### src/rtl/master_to_slave_mux.sv
// AHB request-path multiplexer: steers the granted master's address phase to the
// slaves, tracks the data-phase owner for HWDATA, and follows burst beats.
module master_to_slave_mux #(
  parameter int NUM_MASTERS = 4,
  parameter int ADDR_WIDTH  = 32,
  parameter int DATA_WIDTH  = 32,
  localparam int MW = (NUM_MASTERS > 1) ? $clog2(NUM_MASTERS) : 1
) (
  input  logic                              Hclk,
  input  logic                              Hresetn,
  input  logic [MW-1:0]                     Hmaster,
  input  logic [NUM_MASTERS*ADDR_WIDTH-1:0] Haddr_M,
  input  logic [NUM_MASTERS*2-1:0]          Htrans_M,
  input  logic [NUM_MASTERS-1:0]            Hwrite_M,
  input  logic [NUM_MASTERS*3-1:0]          Hsize_M,
  input  logic [NUM_MASTERS*3-1:0]          Hburst_M,
  input  logic [NUM_MASTERS*DATA_WIDTH-1:0] Hwdata_M,
  input  logic                              Hready,
  output logic [ADDR_WIDTH-1:0]             Haddr,
  output logic [1:0]                        Htrans,
  output logic                              Hwrite,
  output logic [2:0]                        Hsize,
  output logic [2:0]                        Hburst,
  output logic [DATA_WIDTH-1:0]             Hwdata,
  output logic [MW-1:0]                     Hmaster_data,
  output logic                              data_active,
  output logic                              data_write,
  output logic [4:0]                        beat_idx,
  output logic                              burst_last,
  output logic                              seq_err
);

  typedef enum logic [1:0] {
    TR_IDLE   = 2'b00,
    TR_BUSY   = 2'b01,
    TR_NONSEQ = 2'b10,
    TR_SEQ    = 2'b11
  } htrans_e;

  logic [4:0] beat_cnt;
  logic [4:0] burst_len;
  logic       in_burst;
  logic [4:0] live_len;
  logic [4:0] cur_len;
  logic       seq_viol;
  htrans_e    cur_trans;

  // 0 means undefined length (INCR); no beat of such a burst is ever "last".
  function automatic logic [4:0] burst_len_of(input logic [2:0] hburst);
    logic [4:0] len;
    case (hburst)
      3'b000:         len = 5'd1;
      3'b001:         len = 5'd0;
      3'b010, 3'b011: len = 5'd4;
      3'b100, 3'b101: len = 5'd8;
      default:        len = 5'd16;
    endcase
    return len;
  endfunction

  // An out-of-range grant matches no slot and leaves the bus IDLE with zeros.
  always_comb begin
    // NOTE: every output gets a default before the loop so no latch is inferred.
    Haddr  = '0;
    Htrans = TR_IDLE;
    Hwrite = 1'b0;
    Hsize  = '0;
    Hburst = '0;
    for (int i = 0; i < NUM_MASTERS; i++) begin
      if (Hmaster == MW'(i)) begin
        Haddr  = Haddr_M[i*ADDR_WIDTH +: ADDR_WIDTH];
        Htrans = Htrans_M[i*2 +: 2];
        Hwrite = Hwrite_M[i];
        Hsize  = Hsize_M[i*3 +: 3];
        Hburst = Hburst_M[i*3 +: 3];
      end
    end
  end

  // Write data follows the registered data-phase owner, not the live grant.
  always_comb begin
    Hwdata = '0;
    if (data_active && data_write) begin
      for (int i = 0; i < NUM_MASTERS; i++) begin
        if (Hmaster_data == MW'(i)) Hwdata = Hwdata_M[i*DATA_WIDTH +: DATA_WIDTH];
      end
    end
  end

  always_comb begin
    cur_trans  = htrans_e'(Htrans);
    live_len   = burst_len_of(Hburst);
    cur_len    = (cur_trans == TR_NONSEQ) ? live_len : burst_len;
    beat_idx   = (cur_trans == TR_NONSEQ) ? 5'd0 : beat_cnt;
    burst_last = Htrans[1] && (cur_len != 5'd0) && (beat_idx == cur_len - 5'd1);
    seq_viol   = (((cur_trans == TR_SEQ) || (cur_trans == TR_BUSY)) && !in_burst) ||
                 ((cur_trans == TR_SEQ) && (burst_len != 5'd0) && (beat_cnt >= burst_len));
  end

  always_ff @(posedge Hclk or negedge Hresetn) begin
    if (!Hresetn) begin
      Hmaster_data <= '0;
      data_active  <= 1'b0;
      data_write   <= 1'b0;
      beat_cnt     <= '0;
      burst_len    <= '0;
      in_burst     <= 1'b0;
      seq_err      <= 1'b0;
    end else begin
      // NOTE: non-blocking so every register samples pre-edge values of the others.
      seq_err <= Hready && seq_viol;
      if (Hready) begin
        Hmaster_data <= Hmaster;
        data_active  <= Htrans[1];
        data_write   <= Hwrite && Htrans[1];
        case (cur_trans)
          TR_NONSEQ: begin
            beat_cnt  <= 5'd1;
            burst_len <= live_len;
            in_burst  <= (live_len != 5'd1);
          end
          TR_SEQ: begin
            beat_cnt <= (beat_cnt == 5'd31) ? beat_cnt : beat_cnt + 5'd1;
            if (burst_last) in_burst <= 1'b0;
          end
          TR_IDLE: begin
            beat_cnt <= '0;
            in_burst <= 1'b0;
          end
          default: ;
        endcase
      end
    end
  end

endmodule

### config.mk
export PLATFORM = sky130hd
export DESIGN_NAME = master_to_slave_mux
export DESIGN_NICKNAME = d
export VERILOG_FILES = /design/src/rtl/master_to_slave_mux.sv
export SDC_FILE = /design/constraint.sdc
export NUM_CORES = 1
export LEC_CHECK = 0
export BUFFER_PORTS_ARGS = -buffer_cell sky130_fd_sc_hd__buf_2
export CAP_MARGIN = 25
export CORE_AREA = 2 2 147 149
export DETAILED_ROUTE_END_ITERATION = 8
export DIE_AREA = 0 0 149 151
export PLACE_DENSITY_LB_ADDON = 0.05
export SKIP_LAST_GASP = 1
export SYNTH_ARGS = -nofsm -noshare
export SYNTH_HDL_FRONTEND = slang
export SYNTH_SLANG_ARGS = --single-unit
### constraint.sdc
create_clock -name Hclk -period 3 [get_ports Hclk]
set_clock_uncertainty 0.1 [all_clocks]
set_input_delay 0.15 -clock Hclk [delete_from_list [all_inputs] [get_ports Hclk]]
set_output_delay 0.15 -clock Hclk [all_outputs]
set_load 0.02 [all_outputs]
==> qor.yml <==
setup_path:
  crit_path_max_fanout: 4
  path_class: "primary input to primary output"
  critical_path.most_common_cell: "buf_2"
  worstPathArrival_ns: 2.49
  path_cells: "buf_2 -> mux4_2 -> inv_2 -> ha_4 -> mux2i_1 -> ha_2 -> a2bb2oi_1 -> o211ai_1 -> a211oi_2 -> o211ai_2 -> inv_1 -> buf_2"
  crit_required_ns: 2.75
  start_kind: "primary input"
  cpMaxStageDelayCell: "mux4_2"
  endpoint_kind: "primary output"
  max_stage_delay_ns: 0.54
synth:
  yosysUniqueCellTypes: 36
  synthesis.nets: 558
  syn_area_um2: 3075
  ys_warn_count: 0
  synth-seq-area-share: 0.1302
  syn_area_per_cell_um2: 12.35
  synthCells: 249
  ys_ff_latch: 16
timing:
  finalSetupTns_ns: 0
  hold_violations: 0
  max_slew_margin: 0.5500
  whs_ns: 0.1840
  setup_viol: 0
  worst_pin_slew_ns: 0.6750
  timing.final.crit_share: 0.9142
  fmax_ghz: 0.3646
  period_minus_slack_ns: 2.743
  grt_setup_unrepaired: "false"
  drv_slew: 0
worst_hold_path:
  worst_hold_path_type: "primary input to flip-flop"
clock_tree:
  tritoncts: "done"
  cts_root_buffer: "clkbuf_16"
  cts_resized: 0
  clkTransAtPathRegs_ns: 0.05
  cts_hold_buf: 1
  cts_buffer_depth: 2
  cts_buffers: 3
  ctsHtreeMaxLevel: 1
  clock_sinks: 16
  clk-insertion-delay-late_ns: 0.25
  cts_setup_buffers: 0
final_layout:
  fillerInstances: 2321
  drive_above_1_share: 0.7778
  area_growth_pct: 77.10
  final_common_cell: "buf_2"
  final_cells: 899
  final_cell_mix: "buf_2, mux4_2, and3_1, dfrtp_1, buf_4"
  final_nets: 931
global_routing:
  grt_max_degree: 37
  antenna_found_initial: 3
  track_usage: 0.1344
  grt_busiest_layer: "met2"
  met2_usage: 0.2853
  grt_pass1_vias: 4240
  grt_pass1_wl_mm: 23.22
  grt-ovfl-total: 0
  grtUsageMet3: 0.03163
  grt_use_met1: 0.1302
die:
  ioPinCount: 381
  chipWidth_um: 149
  core_um2: 20820
  chipHeight_um: 151
  num_rows: 53
  start_util: 0.1477
  die-area_um2: 22500
drt:
  vias: 3895
  routedWlPerCell_um: 17.89
  dr.pass1.iters: 4
  vias_per_cell: 4.333
  drcViolationCount: 0
  drt_iter0_markers: 87
  final_antenna_net_count: 0
  routed_wl_mm: 16.08
power:
  pwr-share-comb: 0.641
  p_sw_frac: 0.3904
  pwr-share-clk: 0.171
  leakage_nw: 2.845
  share_seq_of_total_power: 0.189
  switchingPower_mw: 0.6100
  cellPowerDensity_nw_per_um2: 286.9
  ir_drop_uv: 177.4
  internal-power_mw: 0.9524
run_status:
  status: "complete, no violations"
placed_design:
  place_congestion: 0.8164
  io_buffer_count: 380
  hpwlAfterDp_mm: 14.05
  dp_cells: 891
flow_run:
  drv_cap: 0
[registers in the layout (all words and copies together) (netlist names)]
register	count
data_write	1
burst_len	5
beat_cnt	5
seq_err	1
data_active	1
in_burst	1
Hmaster_data	2
[critical path: cells and delay by family]
family	cells	cell delay (ns)
AOI/OAI and AO/OA	4	0.65
adders and majority gates	2	0.46
buffers and inverters	4	0.50
muxes	2	0.73
[power groups by stage]
stage	combinational, mW	sequential [mW]	clock [mW]
finish	1.00	0.295	0.267
CTS	1.02	0.296	0.276
global route	1.09	0.303	0.284
global placement	1.02	0.300	0
detailed placement	1.02	0.300	0
floorplan	0.607	0.288	0
[synthesized netlist by cell type]
cell,number,area share
nand4b_1,1,0.0028
nand4_1,2,0.0041
nand3_1,4,0.0065
o31ai_1,2,0.0049
nor2b_1,5,0.010
clkbuf_1,16,0.020
mux2_1,1,0.0037
a211oi_2,1,0.0041
a2bb2oi_1,1,0.0028
a22oi_1,1,0.0024
o211ai_1,2,0.0049
nor2_1,6,0.0073
mux4_2,73,0.53
inv_1,10,0.012
buf_1,3,0.0037
a21oi_2,1,0.0028
nand2b_1,5,0.010
a31oi_1,1,0.0020
ha_1,12,0.049
nor3_4,1,0.0053
nor3b_1,1,0.0024
buf_6,1,0.0037
and3_1,34,0.069
a21oi_1,3,0.0049
nand3b_1,1,0.0024
o21ai_0,11,0.018
mux2_2,4,0.015
a21o_1,4,0.0098
nor3_1,1,0.0016
dfrtp_1,16,0.13
mux2i_1,2,0.0065
xnor2_1,4,0.011
nand2_1,10,0.012
buf_2,7,0.011
o2bb2ai_2,1,0.0049
o211ai_2,1,0.0041
[stage by stage]
stage	instance area, um^2	total power [mW]	utilization	worst slack (ns)
3_5_place_dp	5350	1.319	0.2569	0.01867
3_3_place_gp	5350	1.316	0.2569	0.06693
4_1_cts	5439	1.596	0.2612	0.2243
2_1_floorplan	3098	0.8952	-	0.005149
5_1_grt	5446	1.674	0.2616	0.1240
6_report	5446	1.562	0.2616	0.2575
[logic make-up after synthesis]
kind of cell | synth area share
xor+xnor | 0.01139
simple gates | 0.1343
buf+inv | 0.05045
mux | 0.5594
fa+ha+maj | 0.04882
compound gates | 0.06550
flops | 0.1302
[layout make-up]
cell class	count	area (um^2)	share of cell area
Antenna cell	3	7.507	0.001378
Clock buffer	4	78.83	0.01447
Inverter	10	37.54	0.006892
Multi-Input combinational cell	196	2535	0.4654
Sequential cell	16	401.6	0.07374
Tap cell	275	344.1	0.06317
Timing Repair Buffer	395	2042	0.3749
[routing by layer]
metal	vias up	part of all wire
met5	-	0
met1	1878	0.32
met4	0	0.0088
li1	1785	-
met3	8	0.092
met2	224	0.57
[worst paths after layout]
check,startpoint,endpoint,slack (ns),depth (start not counted)
min reg2reg,in_burst,in_burst,0.38,1
min,Hmaster[1],Hmaster_data[1],0.18,2
max,Hmaster[0],burst_last,0.26,12
max reg2reg,burst_len[0],in_burst,0.73,8
max in group asynchronous,Hresetn,Hmaster_data[0],2.21,2
min in group asynchronous,Hresetn,beat_cnt[0],0.27,2
(Power assumes the default switching activity.)
